## src/rtl/plane_war_pkg.sv

```systemverilog
// rtl/plane_war_pkg.sv - shared state encoding and playfield constants for the plane war blocks
package plane_war_pkg;

  typedef enum logic [1:0] {
    IDLE = 2'd0,
    FLY  = 2'd1,
    COOL = 2'd2
  } state_t;

  localparam int SCR_W   = 640;
  localparam int SCR_H   = 480;
  localparam int COORD_W = 10;

endpackage

```

## src/rtl/bullet_tick_gen.sv

```systemverilog
// rtl/bullet_tick_gen.sv - free-running movement tick, one clk wide every TICK_DIV cycles
module bullet_tick_gen #(
  parameter int TICK_DIV = 250000
) (
  input  logic clk,
  input  logic rst,
  output logic tick
);

  localparam int CW = (TICK_DIV > 1) ? $clog2(TICK_DIV) : 1;

  logic [CW-1:0] cnt;

  assign tick = (cnt == CW'(TICK_DIV - 1));

  always_ff @(posedge clk) begin
    if (rst) begin
      cnt <= '0;
    end else if (tick) begin
      cnt <= '0;
    end else begin
      cnt <= cnt + 1'b1;
    end
  end

endmodule

```

## src/rtl/player_bullet_ctrl.sv

```systemverilog
// rtl/player_bullet_ctrl.sv - player bullet launch/move/retire controller feeding the collision judge
// Define PLAYER_BULLET_AUTOFIRE_EN to launch on a held fire level instead of only on a press edge.
module player_bullet_ctrl
  import plane_war_pkg::*;
#(
  parameter int TICK_DIV   = 250000,
  parameter int STEP       = 4,
  parameter int X_OFS      = 20,
  parameter int Y_OFS      = 10,
  parameter int COOL_TICKS = 16
) (
  input  logic               clk,
  input  logic               rst,
  input  logic               fire,
  input  logic [COORD_W-1:0] pp_x,
  input  logic [COORD_W-1:0] pp_y,
  input  logic               hit,
  output logic [COORD_W-1:0] b_x,
  output logic [COORD_W-1:0] b_y,
  output logic               mybullet_en,
  output logic [7:0]         shot_cnt
);

  localparam int CCW = (COOL_TICKS > 1) ? $clog2(COOL_TICKS) : 1;
  localparam logic [COORD_W-1:0] STEP_C     = COORD_W'(STEP);
  localparam logic [COORD_W-1:0] X_OFS_C    = COORD_W'(X_OFS);
  localparam logic [COORD_W-1:0] Y_OFS_C    = COORD_W'(Y_OFS);
  localparam logic [COORD_W-1:0] LAUNCH_MIN = COORD_W'(Y_OFS + STEP);
  localparam logic [CCW-1:0]     COOL_LAST  = CCW'(COOL_TICKS - 1);

  state_t             state, state_n;
  logic [COORD_W-1:0] bx_n, by_n;
  logic [7:0]         shot_n;
  logic [CCW-1:0]     cool_cnt, cool_n;
  logic               fire_s1, fire_sync, fire_dly;
  logic               fire_edge, launch_req, tick;

  bullet_tick_gen #(.TICK_DIV(TICK_DIV)) u_tick (
    .clk  (clk),
    .rst  (rst),
    .tick (tick)
  );

  assign fire_edge = fire_sync & ~fire_dly;

`ifdef PLAYER_BULLET_AUTOFIRE_EN
  assign launch_req = fire_sync;
`else
  assign launch_req = fire_edge;
`endif

  // The bullet exists exactly while flying, so the enable is decoded from state.
  assign mybullet_en = (state == FLY);

  always_ff @(posedge clk) begin
    if (rst) begin
      state     <= IDLE;
      b_x       <= '0;
      b_y       <= '0;
      shot_cnt  <= '0;
      cool_cnt  <= '0;
      fire_s1   <= 1'b0;
      fire_sync <= 1'b0;
      fire_dly  <= 1'b0;
    end else begin
      state     <= state_n;
      b_x       <= bx_n;
      b_y       <= by_n;
      shot_cnt  <= shot_n;
      cool_cnt  <= cool_n;
      fire_s1   <= fire;
      fire_sync <= fire_s1;
      fire_dly  <= fire_sync;
    end
  end

  always_comb begin
    state_n = state;
    bx_n    = b_x;
    by_n    = b_y;
    shot_n  = shot_cnt;
    cool_n  = cool_cnt;
    unique case (state)
      IDLE: begin
        if (launch_req && (pp_y >= LAUNCH_MIN)) begin
          bx_n    = pp_x + X_OFS_C;
          by_n    = pp_y - Y_OFS_C;
          shot_n  = shot_cnt + 8'd1;
          state_n = FLY;
        end
      end
      FLY: begin
        // A hit wins over a coincident tick so the retired position is the one judged.
        if (hit) begin
          cool_n  = '0;
          state_n = COOL;
        end else if (tick) begin
          if (b_y < STEP_C) begin
            cool_n  = '0;
            state_n = COOL;
          end else begin
            by_n = b_y - STEP_C;
          end
        end
      end
      COOL: begin
        if (tick) begin
          if (cool_cnt == COOL_LAST) begin
            cool_n  = '0;
            state_n = IDLE;
          end else begin
            cool_n = cool_cnt + 1'b1;
          end
        end
      end
      default: begin
        state_n = IDLE;
      end
    endcase
  end

endmodule

```

## config.mk

```make
export PLATFORM = sky130hd
export DESIGN_NAME = player_bullet_ctrl
export DESIGN_NICKNAME = d
export VERILOG_FILES = /design/src/rtl/plane_war_pkg.sv /design/src/rtl/bullet_tick_gen.sv /design/src/rtl/player_bullet_ctrl.sv
export SDC_FILE = /design/constraint.sdc
export NUM_CORES = 1
export LEC_CHECK = 0
export CAP_MARGIN = 40
export CORE_MARGIN = 2
export CORE_UTILIZATION = 56
export CTS_CLUSTER_SIZE = 20
export DETAILED_ROUTE_END_ITERATION = 12
export GPL_TIMING_DRIVEN = 0
export PLACE_DENSITY = 0.91
export SYNTH_ARGS = -nofsm -noshare
export SYNTH_HDL_FRONTEND = slang
export SYNTH_HIERARCHICAL = 1
export SYNTH_SLANG_ARGS = --single-unit
```

## constraint.sdc

```tcl
create_clock -name clk -period 7.4 [get_ports clk]
set_input_delay 1.11 -clock clk [delete_from_list [all_inputs] [get_ports clk]]
set_output_delay 1.11 -clock clk [all_outputs]
set_load 0.05 [all_outputs]
```

==> results of run 1 <==
[final cells by class]
type | count | area [µm²] | area share, %
Sequential cell | 55 | 1101 | 32.05
Multi-Input combinational cell | 239 | 1540 | 44.83
Buffer | 9 | 48.80 | 1.420
Clock inverter | 3 | 23.77 | 0.6919
Clock buffer | 5 | 68.82 | 2.003
Inverter | 13 | 48.80 | 1.420
Tap cell | 67 | 83.83 | 2.440
Timing Repair Buffer | 52 | 520.5 | 15.15
[where the power goes]
part | leakage [nW] | internal [mW] | switching (mW)
sequential | 0.446 | 0.305 | 0.00810
combinational | 0.709 | 0.0440 | 0.0625
clock | 0.0408 | 0.0679 | 0.102
total | 1.20 | 0.416 | 0.172
[stage by stage]
step                utilization (%)  total power [mW]
floorplan                         -            0.3859
global placement              70.78            0.4217
detailed placement            70.78            0.4251
CTS                           72.74            0.5920
global route                  72.74            0.6136
finish                        72.74            0.5888
[flip-flops by register name (all words and copies together), names as in the netlist]
name	flops
fire_s1	1
cool_cnt	4
fire_sync	1
b_y	10
b_x	10
fire_dly	1
u_tick/cnt	18
shot_cnt	8
state	2
[critical path: stages (launching register included)]
cell,delay [ps]
dfxtp_1,400
nand2b_1,180
inv_1,160
clkbuf_1,390
clkdlybuf4s50_1,890
[cell families (layout without fill, tap and decap cells)]
family / Yosys count / in the layout
simple gates: 137 / 137
flops: 55 / 55
compound gates: 53 / 53
xor+xnor: 34 / 34
buf+inv: 22 / 82
mux: 9 / 9
fa+ha+maj: 6 / 6
[cells in the mapped netlist, types with 2 or more instances]
master	number
dfxtp_1	55
nor3_1	7
xnor2_1	23
inv_1	13
o21ai_0	7
buf_4	2
o211ai_1	3
nand4_1	6
clkbuf_1	6
xor2_1	11
nand2b_1	4
a21oi_1	13
a31oi_1	2
nand2_1	13
or2_2	2
o21ai_1	5
and2_1	3
nor4_1	8
ha_1	6
nor2_1	64
or3_1	2
a211oi_1	8
mux2i_1	9
nand3_1	13
nor2b_1	5
[cells in the final DEF, fill, tap and decap left out, drive strengths merged, types with 9 or more instances in the layout]
cell,instances
mux2i,9
o21ai,13
clkdlybuf4s50,52
nand3,13
dfxtp,55
inv,14
a21oi,13
nand2,13
xnor2,23
nor4,9
nor2,64
clkbuf,11
xor2,11
[metal layers]
layer / up-vias / part of all wire, % / wire (µm)
met5: - / 0 / 0
met4: 0 / 1.8 / 110
met3: 14 / 5.8 / 360
met2: 80 / 48 / 3006
met1: 1140 / 44 / 2720
li1: 1221 / - / -
[worst paths after layout]
check / to / slack (ps)
hold reg to reg: fire_dly / 460
setup reg to reg: cool_cnt[0] / 4430
setup / recovery: mybullet_en / 3950
hold / removal: fire_dly / 460
==> qor.yml, run 1 <==
synth:
  yosysWarnings: 6
  synth-xor-area-share_pct: 10.87
  synthFlopType: "dfxtp_1"
  yosys.area.top_type: "dfxtp_1"
  synth_fa_ha_area_share_pct: 2.741
  ys_ff_latch: 55
  syn_inst: 316
  synth_nets: 346
  synth_async_sr_flop_share_pct: 0
  synth_edf_count: 0
  synth_cell_types: 51
  synth_top_cell_area_share_pct: 40.20
  synth_mux_area_share_pct: 3.289
  synth_compound_area_share_pct: 14.34
  synth.area.top_cells: "dfxtp_1 40%, nor2_1 8.8%, xnor2_1 7.4%"
  synth_top_family_by_area: "simple AND/OR/NAND/NOR gates"
  yosysSeqAreaShare_pct: 40.20
  syn_avg_cell_area_um2: 8.667
  syn_area_um2: 2739
  synth-simple-area-share_pct: 24.99
power:
  power_leakage_nw: 1.196
  cellPowerDensity_nw_per_um2: 171.4
  irDropWorstVdd_uv: 114.3
cells_and_area:
  layout.nets: 405
  drive_gt1_share_pct: 6.649
  fillers: 345
  diodes: 0
  final-instance-count-excl-fill: 443
  post-route-cell-area_um2: 3436
  syn2layout_area_growth_pct: 25.45
hold_path:
  hold_depth: 1
  min-delay-start: "fire_sync"
  hold_path_class: "reg2reg"
outcome:
  run_status: "finished clean"
critical_path:
  cp.required_ps: 6290
  worstPathArrival_ps: 2340
  startpoint: "state[0]"
  reg2reg_from: "u_tick/cnt[0]"
  worstPathMaxFanout: 10
  critPathLaunchType: "flop"
  r2r_cells: 8
  end_kind: "primary output"
  criticalPathCategory: "reg2out"
routing:
  vias: 2455
  antenna_left: 0
  firstDrtPassIters: 4
  post-route-drc-count: 0
  wl_per_cell_um: 13.99
  totalWireLength_um: 6198
  vias_per_cell: 5.542
  first_iter_violations: 206
clock_tree:
  clk_latency_ps: 310
  h-tree-depth: 2
  ctsHoldBuffers: 0
  ctsResizeCount: 0
  clock_sinks: 55
  cts_tree: "yes"
  cts_root_buffer: "clkbuf_8"
  post-cts-setup-buffers: 0
  clk_pin_slew_ps: 100
  clockBufferDepth: 2
  numCtsBuffers: 5
sta:
  finClkSkew_ps: 10.56
  rsz0062_at_grt: "false"
  slew_headroom_pct: 41.79
  fin_crit_ps: 3452
  setup-violations-final: 0
  fin_crit_sh_pct: 46.65
  hold_viol: 0
  worst_slack_ps: 3948
  slew_violations: 0
  timing.fmax_mhz: 289.7
  tightest_slew_ps: 865.2
  setup_tns_ps: 0
  whs_ps: 462.4
global_routing:
  grt_max_degree: 19
  met2_usage_pct: 40.48
  gr-total-overflow: 0
  grt_use_met3_pct: 5.962
  track_usage_pct: 23.82
  busiest_layer: "met2"
  grt_pass1_vias: 2295
  use_met1_pct: 29.37
  grt_pass1_wl_um: 10270
  antenna_found_initial: 0
placed_design:
  port_buffers: 52
  place_area_um2: 3343
  gp_congestion: 0.8615
  dp_cells: 435
  hpwl_um: 4570
  dp_worst_setup_slack_ps: 4212
floorplanning:
  ioPinCount: 53
  fp.dieH_um: 73.94
  fp.coreArea_um2: 4723
  die_w_um: 73.94
  die_area_um2: 5466
  num_rows: 25
  initial_core_util_pct: 57.99
flow_run:
  drv_cap: 0
(Power assumes the default switching activity.)
==> inputs of run 2 (changes only) <==
--- a/config.mk
+++ b/config.mk
@@ -7,11 +7,11 @@
 export LEC_CHECK = 0
 export CAP_MARGIN = 40
 export CORE_MARGIN = 2
-export CORE_UTILIZATION = 56
+export CORE_UTILIZATION = 52
 export CTS_CLUSTER_SIZE = 20
 export DETAILED_ROUTE_END_ITERATION = 12
 export GPL_TIMING_DRIVEN = 0
-export PLACE_DENSITY = 0.91
+export PLACE_DENSITY = 0.86
 export SYNTH_ARGS = -nofsm -noshare
 export SYNTH_HDL_FRONTEND = slang
 export SYNTH_HIERARCHICAL = 1
==> constraint.sdc (replaced) <==
create_clock -name clk -period 3.5 [get_ports clk]
set_input_delay 0.525 -clock clk [delete_from_list [all_inputs] [get_ports clk]]
set_output_delay 0.525 -clock clk [all_outputs]
set_load 0.05 [all_outputs]
==> qor.yml, run 2 (synthesis gave the netlist of run 1 again) <==
power:
  combPwrFrac_pct: 18.0  # about the same
  cellPowerDensity_nw_per_um2: 363.8  # +110%
  pwr-share-clk_pct: 29.2  # +0.4 points
  switching_share_pct: 28.31  # -0.96 points
  irDropWorstVdd_uv: 243.8  # +110%
  p_switching_mw: 0.3541  # +110%
  seq_power_share_pct: 52.8  # -0.3 points
  power_leakage_nw: 1.203  # +0.58%
  internal_power_mw: 0.8967  # +120%
hold_path:
  min-delay-start: "fire_s1"
  hold_path_class: "reg2reg"
  hold_end: "fire_sync"
  hold_depth: 1  # unchanged
global_routing:
  grt_pass1_vias: 2324  # +1.3%
  antenna_found_initial: 0  # unchanged
  track_usage_pct: 21.70  # -2.1 points
  gr-total-overflow: 0  # unchanged
  grt_pass1_wl_um: 10430  # +1.5%
  grt_max_degree: 17  # -2
sta:
  rsz0062_at_grt: "false"
  finClkSkew_ps: 7.661  # -2.903 ps
  fin_crit_sh_pct: 86.48
  slew_violations: 0  # unchanged
  hold_viol: 0  # unchanged
  setup_tns_ps: 0  # unchanged
  setup-violations-final: 0  # unchanged
  worst_slack_ps: 473.2  # -3474 ps
  slew_headroom_pct: 40.21  # -1.6 points
  timing.fmax_mhz: 330.4
  tightest_slew_ps: 888.7  # +23.52 ps
  fin_crit_ps: 3027
cells_and_area:
  final_common_cell: "nor2_1"
  drive_gt1_share_pct: 6.400  # -0.25 points
  syn2layout_area_growth_pct: 25.54  # about the same
  layout.nets: 405  # unchanged
  reg_top3: "u_tick/cnt (18), b_x (10), b_y (10)"
  final_cell_mix: "64 x nor2_1, 55 x dfxtp_1, 52 x clkdlybuf4s50_1, 23 x xnor2_1"
  largest_reg_flops: 18  # unchanged
  diodes: 0  # unchanged
  post-route-cell-area_um2: 3438  # about the same
  largest_register: "u_tick/cnt"
placed_design:
  hpwl_um: 4652  # +1.8%
  dp_worst_setup_slack_ps: 533.8  # -3678 ps
  place_area_um2: 3347  # +0.11%
  gp_congestion: 0.8572  # -0.50%
  port_buffers: 52  # unchanged
critical_path:
  cp_num_buf_inv: 0  # -3
  reg2reg_from: "u_tick/cnt[0]"
  end_kind: "flop"
  slowest_stage: "nor4_1"
  cp_cell_sequence: "ha_1 > nand4_1 > nand2b_1 > nor4_1 > a31oi_1 > o21ai_2 > mux2i_1 > nor2_1"
  worstPathMaxFanout: 6  # -4
  r2r_cells: 8  # unchanged
  regToRegSetupSlack_ps: 470  # -3960 ps
  crit_family: "simple AND/OR/NAND/NOR gates"
  critPathLaunchType: "flop"
  worstPathArrival_ps: 3230  # +890 ps
  cp.required_ps: 3710  # -2580 ps
  criticalPathCategory: "reg2reg"
  r2r_end: "cool_cnt[1]"
  max_stage_delay_ps: 700  # -190 ps
routing:
  first_iter_violations: 174  # -16%
  post-route-drc-count: 0  # unchanged
  vias_per_cell: 5.436  # -1.9%
  vias: 2419  # -1.5%
  wl_per_cell_um: 13.83  # -1.2%
  antenna_left: 0  # unchanged
  firstDrtPassIters: 4  # unchanged
  totalWireLength_um: 6153  # -0.73%
floorplanning:
  ioPinCount: 53  # unchanged
  fp.coreArea_um2: 5107  # +8.1%
  die_w_um: 76.58  # +3.6%
  die_area_um2: 5864  # +7.3%
  initial_core_util_pct: 53.63  # -4.4 points
  num_rows: 26  # +4.0%
  fp.dieH_um: 76.58  # +3.6%
clock_tree:
  cts_root_buffer: "clkbuf_8"
  clockBufferDepth: 2  # unchanged
  ctsResizeCount: 0  # unchanged
  ctsHoldBuffers: 0  # unchanged
  post-cts-setup-buffers: 0  # unchanged
  clk_pin_slew_ps: 100  # about the same
  numCtsBuffers: 5  # unchanged
  h-tree-depth: 2  # unchanged
  clk_latency_ps: 310  # about the same
  cts_tree: "yes"
  clock_sinks: 55  # unchanged
flow_run:
  drv_cap: 0  # unchanged
outcome:
  run_status: "finished clean"
-- run 2: cell count changes in the layout (fill, tap and decap cells not counted) --
cell	before	now
clkinvlp_4	2	0
clkbuf_8	5	6
-- run 2: metal layers --
layer	track usage, %	routed length [µm]	up-vias
met4	8.000	86	0
met1	26.73	2675	1121
met5	0	0	-
met3	5.806	412	9
met2	36.37	2979	68
li1	-	-	1221
-- run 2: how the worst max path moves through the flow --
stage / start / to / slack [ps] / cells past startpoint
after floorplan: u_tick/cnt[0] / cool_cnt[0] / 1110 / 8
after global placement: u_tick/cnt[0] / cool_cnt[0] / 650 / 8
after detailed placement: u_tick/cnt[0] / cool_cnt[0] / 530 / 8
after CTS: u_tick/cnt[0] / cool_cnt[1] / 510 / 8
after global routing: u_tick/cnt[0] / cool_cnt[1] / 310 / 8
final: u_tick/cnt[0] / cool_cnt[1] / 470 / 8
-- run 2: stage by stage --
stage	total power, mW	hold WS (ps)	utilization [%]	instances
floorplan	0.8160	413.8	-	316
global route	1.306	460.6	67.32	445
CTS	1.259	468.2	67.32	445
finish	1.251	465.9	67.32	445
global placement	0.8924	430.2	65.53	438
detailed placement	0.8996	444.4	65.53	438
-- run 2: area by class of cell --
class                           instances  area [µm²]
Multi-Input combinational cell        239        1540
Buffer                                  9       48.80
Fill cell                             430        1669
Inverter                               13       48.80
Sequential cell                        55        1101
Tap cell                               70       87.58
Clock inverter                          1       8.758
Timing Repair Buffer                   52       520.5
Clock buffer                            6       82.58
-- run 2: worst register-to-register path: cells and delay by family, from the launching register on --
| kind | cells | cell delay (ps) |
|---|---|---|
| muxes | 1 | 260 |
| AOI/OAI and AO/OA | 2 | 690 |
| and+or+nand+nor | 4 | 1320 |
| adders and majority gates | 1 | 240 |
| DFF | 1 | 420 |
-- run 2: power by group through the flow --
stage / Sequential [mW] / Combinational (mW) / Clock (mW)
floorplan: 0.713 / 0.103 / 0
global placement: 0.674 / 0.218 / 0
detailed placement: 0.675 / 0.225 / 0
CTS: 0.660 / 0.226 / 0.373
global route: 0.664 / 0.245 / 0.397
finish: 0.660 / 0.226 / 0.365
==> RTL edit 1, RTL diff (config.mk and constraints of run 2) <==
The 3 states of `state_t` get a one-hot encoding in 3 bits.
--- a/src/rtl/plane_war_pkg.sv
+++ b/src/rtl/plane_war_pkg.sv
@@ -1,10 +1,10 @@
 // rtl/plane_war_pkg.sv - shared state encoding and playfield constants for the plane war blocks
 package plane_war_pkg;
 
-  typedef enum logic [1:0] {
-    IDLE = 2'd0,
-    FLY  = 2'd1,
-    COOL = 2'd2
+  typedef enum logic [2:0] {
+    IDLE = 3'b001,
+    FLY  = 3'b010,
+    COOL = 3'b100
   } state_t;
 
   localparam int SCR_W   = 640;
Function: no difference found for any inputs over 10 cycles, from zero or initial values and one cycle with rst high; not proved beyond that.
==> RTL edit 1 against run 2 <==
Power rose by 4.8%; final area rose by 6.7%; core utilization decreased by 0.31 points; setup slack gained 0.14 ns; sequential cell count increased by 1; synthesized area up 7.2%; critical path depth decreased by 3; critical path type is now reg2out; first-iteration DRC count is 40% lower; global-route usage decreased by 0.98 points; sequential power grew 1%; highest routed layer unchanged; routed wire length increased by 2.7%; hold slack worse by 0.021 ns; register-to-register slack improved by 0.19 ns.
==> RTL edit 1: results (changes against run 2) <==
* Status: complete, no violations
* Share of layout cells above drive strength 1 at 9.30% (+2.9 points)
* Nets at 416 (+2.7%)
* Placed cells at 451 (+3.0%)
* Crit-path leading delay family: buffers and inverters
* Placer congestion estimate at 0.887 (+3.5%)
* VDD IR max at 225 uV (-7.6%)
* Final HPWL DP at 4.75 mm (+2.2%)
* CP max-delay cell: clkdlybuf4s50_1
* Hold_ws at 0.445 ns (-0.0208 ns)
* First-pass DRT Iterations at 5 (+1)
* First-pass GRT wire length at 10.6 mm (+1.5%)
* Share of the yosys chip area belonging to registers at 38.2% (-2.0 points)
* Final Cycle Share at 82.6% (-3.9 points)
* Net Switching at 0.352 mW (-0.66%)
* Area Overhead vs Synth at 24.9%
* Crit path max fanout at 10 (+4)
* Slew @ Worst Pin at 0.584 ns (-0.305 ns)
* Vias in the first global route at 2413 (+3.8%)
* Worst setup startpoint: state[1]$_SDFFE_PP0P_
* Largest stage delay on the critical path at 0.82 ns (+0.12 ns)
* Sequential power at 0.668 mW (+1%)
* Leakage power at 1.27 nW (+5.4%)
* Syn nets at 356 (+2.9%)
* Clock skew at 0.00903 ns (+0.00137 ns)
* Largest net degree at the start of global routing at 19 (+2)
* Largest cells by area after synthesis: dfxtp_1 (38%), xnor2_1 (7.5%), nor2_1 (6.8%)
* Distinct cells, synth at 55 (+7.8%)
* Top-area cell type share of the netlist area at 38.2% (-2.0 points)
* Filler cells at 461 (+7.2%)
* Critical path type: reg2out
* Post-DP Area at 3550 um^2 (+6.1%)
* Worst setup endpoint: mybullet_en
* R2r worst-path depth at 10 (+2)
-- RTL edit 1: cell families (layout without fill, tap and decap cells) --
family	after synthesis	count (layout)	synth area share, %
AO/OA/AOI/OAI	54	54	15.2
AND/OR/NAND/NOR	138	138	24.8
flip-flops	56	56	38.2
adder cells (fa/ha/maj)	6	6	2.56
XOR/XNOR	37	37	11.0
multiplexers	8	8	2.73
buffers and inverters	27	88	5.54
-- RTL edit 1: per-layer routing --
| layer | routed length (um) | track usage [%] |
|---|---|---|
| met1 | 2770 | 25.4 |
| met2 | 3220 | 37.4 |
| met3 | 284 | 3.41 |
| met4 | 46 | 5.69 |
| met5 | 0 | 0 |
-- RTL edit 1: layout make-up --
type	instances	area share (%)
Buffer	10	2.70
Clock buffer	5	1.88
Clock inverter	3	1.26
Inverter	17	1.74
Multi-Input combinational cell	243	45.1
Sequential cell	56	30.6
Tap cell	72	2.46
Timing Repair Buffer	53	14.3
==> RTL edit 2, RTL diff (config.mk and constraints of run 2) <==
Made on the original files. `TICK_DIV` is set to 250000 in 2 places; all go to 62500.
--- a/src/rtl/bullet_tick_gen.sv
+++ b/src/rtl/bullet_tick_gen.sv
@@ -1,6 +1,6 @@
 // rtl/bullet_tick_gen.sv - free-running movement tick, one clk wide every TICK_DIV cycles
 module bullet_tick_gen #(
-  parameter int TICK_DIV = 250000
+  parameter int TICK_DIV = 62500
 ) (
   input  logic clk,
   input  logic rst,
--- a/src/rtl/player_bullet_ctrl.sv
+++ b/src/rtl/player_bullet_ctrl.sv
@@ -3,7 +3,7 @@
 module player_bullet_ctrl
   import plane_war_pkg::*;
 #(
-  parameter int TICK_DIV   = 250000,
+  parameter int TICK_DIV   = 62500,
   parameter int STEP       = 4,
   parameter int X_OFS      = 20,
   parameter int Y_OFS      = 10,
Function: same outputs for any inputs over 10 cycles, from zero or initial values and one cycle with rst high; that may be too few to reach the edited logic, so the function may still have changed.
==> RTL edit 2 against run 2 <==
Final area is 2.6% lower; routed wire length down 4.9%; sequential share of layout area is 0.35 points lower; sequential power shrank 3.5%; synthesized area fell by 3.3%; sequential cell count decreased by 2; setup slack improved by 0.17 ns; power decreased by 1.8%; critical path type is now reg2out; critical endpoint is now mybullet_en; largest power group unchanged.
==> RTL edit 2: results (changes against run 2) <==
* Status: complete, no violations
* Multi-input gate share of total cell area at 43.9% (-0.90 points)
* M1 WL at 2.52 mm (-5.6%)
* Hold_ws at 0.452 ns (-0.0137 ns)
* Filler cells at 405 (-5.8%)
* Synthesized flop and latch total at 53 (-3.6%)
* Detailed Route WL at 5.85 mm (-4.9%)
* Biggest regs: u_tick/cnt: 16 flops, b_x: 10 flops, b_y: 10 flops
* Largest cells by area after synthesis: dfxtp_1 (40%), nor2_1 (8.8%), xnor2_1 (7.3%)
* Crit path max fanout at 10 (+4)
* Post-DP Area at 3250 um^2 (-2.8%)
* Routed vias at 2320 (-4.1%)
* All-Layer GR Usage at 22.3% (+0.57 points)
* Vias in the first global route at 2095 (-9.9%)
* Multi-input combinational cell count at 228 (-4.6%)
* Invs w/o clock at 12 (-1)
* Slew @ Worst Pin at 0.608 ns (-0.280 ns)
* Iter 0 DRT Violations at 117 (-33%)
* RR Endpoint: cool_cnt[0]$_SDFFE_PP0P_
* Area of the multi-input gates at 1470 um^2 (-4.5%)
* Clock buf/inv share at 2.88% (+0.22 points)
* CP max-delay cell: clkdlybuf4s50_1
* Crit path DAT at 2.33 ns (-0.90 ns)
* Nets at 393 (-3.0%)
* Share of the yosys chip area belonging to registers at 40.1% (-0.14 points)
* Leakage power at 1.18 nW (-2.1%)
* Met2 routed WL at 2.90 mm (-2.6%)
* First-pass GRT wire length at 9.71 mm (-6.9%)
## RTL edit 2: power by group
group / leakage, nW / internal, mW / switching, mW
clock: 0.0512 / 0.161 / 0.204
sequential: 0.430 / 0.621 / 0.0160
combinational: 0.697 / 0.0952 / 0.131
## RTL edit 2: cells by family after synthesis
family / share of synthesized area (%)
AOI/OAI and AO/OA: 13.4
xor gates and xnor gates: 10.9
adders and majority gates: 3.31
buffers and inverters: 4.44
DFF: 40.1
muxes: 3.40
and+or+nand+nor: 24.5
## RTL edit 2: per-stage QoR
step / setup WS [ns] / power, mW / instances
6_report: 0.641 / 1.23 / 430
5_1_grt: 0.559 / 1.28 / 430
4_1_cts: 0.667 / 1.24 / 430
3_5_place_dp: 0.846 / 0.876 / 422
3_3_place_gp: 0.882 / 0.870 / 422
2_1_floorplan: 1.22 / 0.794 / 303
## RTL edit 2: metal layers
metal / track usage, % / vias to the layer above
li1: - / 1171
met4: 6.82 / 0
met1: 29.1 / 1072
met2: 36.5 / 68
met5: 0 / -
met3: 5.56 / 9
